<file path="config.mk">
export PLATFORM = sky130hd
export DESIGN_NAME = des_key_schedule
export DESIGN_NICKNAME = d
export VERILOG_FILES = /design/src/rtl/des_pkg.sv /design/src/rtl/des_pc2.sv /design/src/rtl/des_key_schedule.sv
export SDC_FILE = /design/constraint.sdc
export NUM_CORES = 1
export LEC_CHECK = 0
export ABC_CLOCK_PERIOD_IN_PS = 3250
export CELL_PAD_IN_SITES_DETAIL_PLACEMENT = 1
export CELL_PAD_IN_SITES_GLOBAL_PLACEMENT = 2
export CORE_AREA = 2 2 136 138
export CTS_CLUSTER_DIAMETER = 150
export DETAILED_ROUTE_END_ITERATION = 8
export DIE_AREA = 0 0 138 140
export PLACE_DENSITY = 0.91
export SLEW_MARGIN = 20
export SYNTH_ARGS = -nofsm -noshare
export SYNTH_HDL_FRONTEND = slang
export SYNTH_SLANG_ARGS = --single-unit
</file>
<file path="constraint.sdc">
create_clock -name clk -period 3.25 [get_ports clk]
set_input_delay 0.65 -clock clk [delete_from_list [all_inputs] [get_ports clk]]
set_output_delay 0.65 -clock clk [all_outputs]
set_load 0.05 [all_outputs]
</file>
<file path="src/rtl/des_pkg.sv">
// Shared DES key-schedule definitions: permutation tables, shift schedule,
// FSM state encoding and C/D rotation helpers.
// Table entries use DES bit numbering (1 = MSB).
package des_pkg;

  localparam int unsigned NUM_ROUNDS = 16;
  localparam int unsigned CD_W       = 56;
  localparam int unsigned SUBKEY_W   = 48;

  // PC-1: output bit i (1..56) takes key bit PC1_TABLE[i-1] (1..64).
  localparam int unsigned PC1_TABLE [CD_W] = '{
    57, 49, 41, 33, 25, 17,  9,
     1, 58, 50, 42, 34, 26, 18,
    10,  2, 59, 51, 43, 35, 27,
    19, 11,  3, 60, 52, 44, 36,
    63, 55, 47, 39, 31, 23, 15,
     7, 62, 54, 46, 38, 30, 22,
    14,  6, 61, 53, 45, 37, 29,
    21, 13,  5, 28, 20, 12,  4
  };

  // PC-2: output bit i (1..48) takes C/D bit PC2_TABLE[i-1] (1..56).
  localparam int unsigned PC2_TABLE [SUBKEY_W] = '{
    14, 17, 11, 24,  1,  5,
     3, 28, 15,  6, 21, 10,
    23, 19, 12,  4, 26,  8,
    16,  7, 27, 20, 13,  2,
    41, 52, 31, 37, 47, 55,
    30, 40, 51, 45, 33, 48,
    44, 49, 39, 56, 34, 53,
    46, 42, 50, 36, 29, 32
  };

  // Left-rotate amount applied to C and D before producing each encrypt subkey.
  localparam int unsigned SHIFT_SCHEDULE [NUM_ROUNDS] = '{
    1, 1, 2, 2, 2, 2, 2, 2, 1, 2, 2, 2, 2, 2, 2, 1
  };

  typedef enum logic [1:0] {
    StIdle,
    StRun,
    StFinish
  } state_e;

  // Rotate C and D halves left independently by 1 or 2.
  function automatic logic [CD_W-1:0] cd_rotl(input logic [CD_W-1:0] cd,
                                              input int unsigned    amount);
    logic [27:0] c;
    logic [27:0] d;
    c = cd[55:28];
    d = cd[27:0];
    if (amount == 2) begin
      c = {c[25:0], c[27:26]};
      d = {d[25:0], d[27:26]};
    end else begin
      c = {c[26:0], c[27]};
      d = {d[26:0], d[27]};
    end
    return {c, d};
  endfunction

  // Rotate C and D halves right independently by 1 or 2.
  function automatic logic [CD_W-1:0] cd_rotr(input logic [CD_W-1:0] cd,
                                              input int unsigned    amount);
    logic [27:0] c;
    logic [27:0] d;
    c = cd[55:28];
    d = cd[27:0];
    if (amount == 2) begin
      c = {c[1:0], c[27:2]};
      d = {d[1:0], d[27:2]};
    end else begin
      c = {c[0], c[27:1]};
      d = {d[0], d[27:1]};
    end
    return {c, d};
  endfunction

endpackage

</file>
<file path="src/rtl/des_pc2.sv">
// DES Permuted Choice 2: 56-bit C/D pair to 48-bit round subkey.
// Pure wiring; vectors are [MSB:0] with DES bit 1 at the MSB.
module des_pc2
  import des_pkg::*;
(
  input  logic [CD_W-1:0]     cd,
  output logic [SUBKEY_W-1:0] subkey
);

  for (genvar i = 0; i < SUBKEY_W; i++) begin : g_pc2
    assign subkey[SUBKEY_W-1-i] = cd[CD_W - PC2_TABLE[i]];
  end

endmodule

</file>
<file path="src/rtl/des_key_schedule.sv">
// DES key schedule: captures a 64-bit key on start and streams the 16 round
// subkeys over a valid/ready handshake, forward (encrypt) or reversed (decrypt).
// Optional feature macro: DES_KEY_PARITY_CHECK_EN adds the parity_err output,
// flagging any key byte with even parity.
module des_key_schedule
  import des_pkg::*;
(
  input  logic                clk,
  input  logic                rst,
  input  logic                start,
  input  logic                decrypt,
  input  logic [63:0]         key,
  output logic [SUBKEY_W-1:0] subkey,
  output logic                subkey_valid,
  input  logic                subkey_ready,
  output logic [3:0]          round_idx,
  output logic                busy,
  output logic                done
`ifdef DES_KEY_PARITY_CHECK_EN
  ,
  output logic                parity_err
`endif
);

  state_e          state_q, state_d;
  logic [CD_W-1:0] cd_q, cd_d;
  logic [3:0]      idx_q, idx_d;
  logic            decrypt_q, decrypt_d;

  logic [CD_W-1:0] pc1_key;
  logic [3:0]      idx_next;
  logic [3:0]      idx_rev;
  logic            last_round;

  // PC-1 drops the eight parity bits and splits the key into C0 (MSBs) and D0.
  for (genvar i = 0; i < CD_W; i++) begin : g_pc1
    assign pc1_key[CD_W-1-i] = key[64 - PC1_TABLE[i]];
  end

  assign idx_next   = idx_q + 4'd1;
  // Going from K(16-r) down to K(15-r) undoes the shift that produced K(16-r).
  assign idx_rev    = 4'd15 - idx_q;
  assign last_round = (idx_q == 4'(NUM_ROUNDS - 1));

  // Next-state logic: load on start, advance C/D on each accepted subkey.
  always_comb begin
    state_d   = state_q;
    cd_d      = cd_q;
    idx_d     = idx_q;
    decrypt_d = decrypt_q;
    unique case (state_q)
      StIdle: begin
        if (start) begin
          decrypt_d = decrypt;
          idx_d     = '0;
          // Encrypt presents K1 first, so the first left shift is folded into
          // the load; decrypt presents K16 = PC-2(C0,D0) since C16/D16 = C0/D0.
          cd_d      = decrypt ? pc1_key : cd_rotl(pc1_key, SHIFT_SCHEDULE[0]);
          state_d   = StRun;
        end
      end
      StRun: begin
        if (subkey_ready) begin
          if (last_round) begin
            state_d = StFinish;
          end else begin
            idx_d = idx_next;
            cd_d  = decrypt_q ? cd_rotr(cd_q, SHIFT_SCHEDULE[idx_rev])
                              : cd_rotl(cd_q, SHIFT_SCHEDULE[idx_next]);
          end
        end
      end
      StFinish: begin
        state_d = StIdle;
      end
      default: begin
        state_d = StIdle;
      end
    endcase
  end

  // State registers; reset clears C/D so the subkey output reads zero.
  always_ff @(posedge clk or posedge rst) begin
    if (rst) begin
      state_q   <= StIdle;
      cd_q      <= '0;
      idx_q     <= '0;
      decrypt_q <= 1'b0;
    end else begin
      state_q   <= state_d;
      cd_q      <= cd_d;
      idx_q     <= idx_d;
      decrypt_q <= decrypt_d;
    end
  end

  des_pc2 u_pc2 (
    .cd     (cd_q),
    .subkey (subkey)
  );

  // Handshake and status outputs decode directly from the state register.
  always_comb begin
    subkey_valid = (state_q == StRun);
    busy         = (state_q != StIdle);
    done         = (state_q == StFinish);
    round_idx    = idx_q;
  end

`ifdef DES_KEY_PARITY_CHECK_EN
  logic [7:0] byte_even;
  logic       parity_err_q;

  // DES keys use odd parity per byte; XNOR-reduce flags an even byte.
  for (genvar b = 0; b < 8; b++) begin : g_parity
    assign byte_even[b] = ~^key[8*b +: 8];
  end

  // Parity flag is sampled with an accepted start and held until the next one.
  always_ff @(posedge clk or posedge rst) begin
    if (rst) begin
      parity_err_q <= 1'b0;
    end else if ((state_q == StIdle) && start) begin
      parity_err_q <= |byte_even;
    end
  end

  assign parity_err = parity_err_q;
`else
  // Parity bits 8,16,...,64 never reach PC-1's output.
  logic unused_parity_bits;
  assign unused_parity_bits = ^{key[56], key[48], key[40], key[32],
                                key[24], key[16], key[8],  key[0]};
`endif

endmodule

</file>
* Word level (Yosys, flattened, before mapping)
Memories as Yosys holds them, arrays and structs flattened.
Cells that the tools add are included.
** Word-level totals
- Input port bits :: 69
- Register bits :: 63
- Output and inout port bits :: 55
- Memory bits (read-only) :: 1024
- Memories kept :: 2
** Operators by class
- Eq/ne operators :: 9
- Muxes and demuxes :: 22
- Reductions and logical operators :: 6
- Add/subtract/negate cells :: 2
- Bitwise logic cells :: 2
- $lt $le $gt $ge :: 2
** Memories
- (name not given) :: depth 16, width 32, read ports 1, clocked after memory_dff 0, write ports 0, line des_key_schedule.sv:69 : : cd_rotl(cd_q, SHIFT_SCHEDULE[idx_next]);
- (name not given) :: depth 16, width 32, read ports 1, clocked after memory_dff 0, write ports 0, line des_key_schedule.sv:68 : cd_d = decrypt_q ? cd_rotr(cd_q, SHIFT_SCHEDULE[idx_rev])
** Operators with widths (count)
- $mux 56 :: 5
- $mux 32 :: 4
- $mux 28 :: 4
- $pmux 56 s2 :: 1
- $eq 32x2->1 const B :: 2
- $mux 4 :: 3
- $ge 5x5->1 const B :: 2
- $not 4->5 :: 2
- $pmux 4 s2 :: 1
- $mux 2 :: 3
- $add 4x1->4 const B :: 1
- $eq 4x4->1 const B :: 1
- $ne 2x1->1 const B :: 2
- $ne 2x2->1 const B :: 2
- $pmux 2 s2 :: 1
- $reduce_and 4->1 :: 1
- $reduce_bool 2->1 :: 2
- $sub 4x4->4 const A :: 1
- $reduce_and 3->1 :: 1
- $eq 2x1->1 const B :: 1
- $eq 2x2->1 const B :: 1
- $logic_not 2->1 :: 1
- $reduce_and 2->1 :: 1

* Depth between registers and ports, before layout
- Depth in word-level cells :: 11
- Depth in mapped cells :: 9
- Mapped depth without buffers :: 7

* Modules after synthesis
Synthesis repeated with hierarchy kept, for this count alone.
** Unflattened totals
- Cells, all modules :: 676
- Area total of the unflattened synthesis :: 5766.8 µm²
** Modules (own cells, without submodules)
- des_key_schedule :: area an instance 5406.4 µm², times used 1, sequential area each 1576.5 µm², cells an instance 628
- des_pc2 :: area an instance 360.3 µm², times used 1, sequential area each 0.0 µm², cells an instance 48

* Worst setup path before layout
Ideal clock, no wire load.
- Path kind :: reg-to-reg
- From :: reg idx_q[0], in the netlist round_idx[0]
- To :: reg cd_q[31]
- Setup slack :: 742 ps
- Setup time :: 119 ps
- Arrival :: 2389 ps
- Clock period less this slack :: 2508 ps
- Data required time :: 3131 ps
- Buffers on the path :: 2
- Cell stages (with the launch flop) :: 10
- Path through :: dfrtp_1 > inv_1 > ha_1 > nor3b_1 > o21bai_1 > a311o_2 > buf_6 > buf_12 > mux2i_1 > o21a_1
** On the way
- Longest elaborated chain between the ends :: 11
** Ends and longest elaborated chain
- start: declaration :: line des_key_schedule.sv:27 : logic [3:0] idx_q, idx_d;
- start signal: assignment :: line des_key_schedule.sv:92 : idx_q <= idx_d;
- $add 4x1->4 or $sub 4x4->4 (tied branches) :: line des_key_schedule.sv:40, des_key_schedule.sv:42
- $not 4->5, on equally long branches :: line des_key_schedule.sv:69, des_key_schedule.sv:68
- $mem_v2 16x32, on equally long branches
- $mux 32, on equally long branches (2 in a row) :: line des_key_schedule.sv:69, des_key_schedule.sv:68
- $eq 32x2->1, on equally long branches :: line des_pkg.sv:52, des_pkg.sv:69
- $mux 28, on equally long branches :: line des_pkg.sv:52, des_pkg.sv:69
- $mux 56 :: line des_key_schedule.sv:68
- $mux 56 :: line des_key_schedule.sv:64 : if (last_round) begin
- $mux 56 :: line des_key_schedule.sv:63 : if (subkey_ready) begin
- $pmux 56 s2 :: line des_key_schedule.sv:51 : unique case (state_q)
- end signal: assignment :: line des_key_schedule.sv:86 : cd_q <= '0;
- end signal: assignment :: line des_key_schedule.sv:91 : cd_q <= cd_d;
- end: declaration :: line des_key_schedule.sv:26 : logic [CD_W-1:0] cd_q, cd_d;
Parallel ways exist; a longest one is shown, timed or not. The select of a mux whose other input is x is not followed.
A chain may end at the register's enable or synchronous reset.

* Final worst setup path
- From :: reg idx_q[1], in the netlist round_idx[1]
- To :: reg cd_q[7]
Same word-level chain as after synthesis.

==> flow_summary.ini <==
[run_status]
status = completed

[sta]
drv_slew = 0
clock_skew_ns = 0.00748
worst_pin_slew_ns = 0.656
relSlewSlack = 0.562
whs_ns = 0.555
rsz0062_at_grt = false
finalHoldViolCount = 0
fin_tns_setup_ns = 0
min_period_ns = 2.76
fmax_mhz = 363
finalSetupViolCount = 0
post-route-period-util = 0.848

[routing]
wl_per_cell_um = 18.2
route.detailed.drc = 0
drt_iter0_drc = 203
dr_total_vias = 5023
drtPass1Iterations = 4
wl_mm = 17.1
via_per_inst = 5.37
antenna_left = 0

[floorplan]
die_area_um2 = 19300
start_util = 0.327
ios = 124
die_h_um = 140
die_w_um = 138
fp.coreArea_um2 = 17800
fp-row-count = 49

[global_routing]
track_usage = 0.175
grt_max_degree = 115
antenna_found_initial = 0
grt_pass1_vias = 5292
grt_pass1_wl_mm = 28.2
global_route.overflow_total = 0

[power_and_ir_drop]
p_sw_frac = 0.507
seqPwrFrac = 0.202
vdd_ir_drop_max_mv = 0.765
p_clk_frac = 0.104
combPwrFrac = 0.694
p_leak_nw = 2.94
power.density_nw_per_um2 = 1240
power.internal_mw = 4.27
p_switching_mw = 4.39

[final_layout]
area_growth_pct = 20.3
layout.nets = 779
drive_gt1_frac = 0.0481
n_antenna_cell = 0

[yosys]
synth_cells = 674
ys_warn_count = 0
ys_ff_latch = 63
synth_top_area_frac = 0.290
netlist_top_cells_area = mux2i_1 (29%), dfrtp_1 (27%), a21oi_1 (9.7%), o21a_1 (7.2%), buf_4 (7.1%)
ys_seq_area_frac = 0.271
synth_area_leader_cell = mux2i_1
netlist_area_um2 = 5810
synth.distinct_cells = 39
syn_nets = 749
postSynthAreaPerCell_um2 = 8.62

[worst_setup_path]
critPathKind = register to register
worstPathRequired_ns = 3.52
startpoint_type = register
critical-path-max-stage-delay_ns = 0.53
crit_path_end_kind = register
critPathTopFamily = compound AO/OA/AOI/OAI gates
crit_chain = ha_1, nor3b_2, a2111oi_2, a311o_2, buf_4, mux2i_1, o21a_1
path_max_fanout = 15
critical-path-slowest-cell = dfrtp_1
path_buf_inv = 1
crit_arrival_ns = 3.03

[clock_network]
cts.sinks = 63
cts.clk_slew.worst_paths_ns = 0.05
numCtsBuffers = 9
post-cts-setup-buffer-count = 0
root_buffer = clkbuf_16
post_cts_resized = 0
clk_latency_ns = 0.34
cts_buffer_depth = 2
htreeDepth = 3
cts_tree = yes
holdBufCountCts = 0

[placed_design]
place.port_buffers = 115
place_congestion = 0.746
hpwl_mm = 11.3

[min_path]
hp-class = register to register

[run]
maxCapViolations = 0
## cell usage in the layout, fill, tap and decap left out, drive strengths merged, types with 2 or more instances in the layout
master and instances:
dfrtp 63, buf 11, clkinv 2, ha 6, nor3 57, nand3 5, a21oi 112, nor2b 3
inv 5, mux2i 168, clkdlybuf4s50 114, o21ai 6, nand2 6, nor2 61, o21a 56, clkbuf 13
nor3b 2
## kinds of logic (layout without fill, tap and decap cells)
kind of cell | Yosys count | in the layout | synth area share
adder cells (fa/ha/maj) | 6 | 6 | 0.0129
multiplexers | 168 | 168 | 0.290
flip-flops | 63 | 63 | 0.271
AO/OA/AOI/OAI | 183 | 183 | 0.188
buffers and inverters | 112 | 145 | 0.124
XOR/XNOR | 1 | 1 | 0.00151
AND/OR/NAND/NOR | 141 | 141 | 0.112
## metal layers
metal / part of all wire / vias to the layer above / track usage
li1: - / 2440 / -
met5: 0 / - / 0
met4: 0.015 / 0 / 0.0548
met2: 0.48 / 88 / 0.293
met3: 0.031 / 14 / 0.0253
met1: 0.48 / 2481 / 0.235
## synthesized netlist by cell type
| cell | n |
|---|---|
| mux2i_1 | 168 |
| a21oi_1 | 112 |
| dfrtp_1 | 63 |
| nor2_1 | 61 |
| nor3_1 | 57 |
| o21a_1 | 56 |
| buf_4 | 55 |
| clkbuf_1 | 29 |
| buf_2 | 11 |
| ha_1 | 6 |
| nand2_1 | 6 |
| buf_1 | 5 |
| inv_1 | 5 |
| nand3_1 | 5 |
| o21ai_0 | 5 |
| buf_12 | 4 |
| nor2b_1 | 3 |
| buf_6 | 2 |
| a2111oi_2 | 1 |
| a211oi_1 | 1 |
| a21bo_2 | 1 |
| a21o_1 | 1 |
| a22o_1 | 1 |
| a311o_2 | 1 |
| and3_1 | 1 |
| clkinv_1 | 1 |
| nand2b_1 | 1 |
| nand3b_1 | 1 |
| nor3b_1 | 1 |
| nor3b_2 | 1 |
| nor4_1 | 1 |
| nor4b_1 | 1 |
| nor4bb_1 | 1 |
| o21ai_1 | 1 |
| o21bai_1 | 1 |
| o22ai_1 | 1 |
| o41ai_1 | 1 |
| or2_2 | 1 |
| xor2_1 | 1 |
## stage by stage
| step | cell area (µm²) | util | instances | power (mW) | worst slack (ns) |
|---|---|---|---|---|---|
| 2_1_floorplan | 5810 | - | 674 | 6.89 | 0.742 |
| 3_3_place_gp | 6720 | 0.378 | 922 | 7.59 | 0.678 |
| 3_5_place_dp | 6720 | 0.378 | 922 | 7.82 | 0.483 |
| 4_1_cts | 6990 | 0.393 | 936 | 8.76 | 0.475 |
| 5_1_grt | 6990 | 0.393 | 936 | 9.27 | 0.318 |
| 6_report | 6990 | 0.393 | 936 | 8.67 | 0.494 |
## power by group through the flow
stage	registers, mW	logic (mW)	clock network [mW]
2_1_floorplan	1.63	5.26	0
3_3_place_gp	1.73	5.86	0
3_5_place_dp	1.76	6.06	0
4_1_cts	1.75	6.08	0.928
5_1_grt	1.84	6.46	0.968
6_report	1.75	6.01	0.901
## worst reg2reg max path, stage by stage, from the launching register on
cell       delay (ns)
dfrtp_1          0.53
ha_1             0.45
nor3b_2          0.11
a2111oi_2        0.36
a311o_2          0.46
buf_4            0.37
mux2i_1          0.27
o21a_1           0.14
## registers in the layout, summed over array words and instances, names as in the netlist
name       count
cd_q          56
decrypt_q      1
round_idx      4
state_q        2
## final timing paths
kind	to	slack [ns]	depth (start not counted)	from
worst max-delay path	cd_q[7]	0.49	7	round_idx[1]
worst max register to register	cd_q[7]	0.49	7	round_idx[1]
max in group asynchronous	cd_q[7]	2.25	3	rst
min in group asynchronous	cd_q[34]	0.71	3	rst
worst min-delay path	state_q[0]	0.56	1	state_q[1]
worst min register to register	state_q[0]	0.56	1	state_q[1]
## cell type report
type                    instances  area (µm²)
fillers                      2042       10800
multi-input cells             499        3540
clock buffers                  13         260
inverters                       6        23.8
well taps                     229         287
flip-flops and latches         63        1580
clock inverters                 1        5.00
repair buffers                125        1300
(Power assumes the default switching activity.)
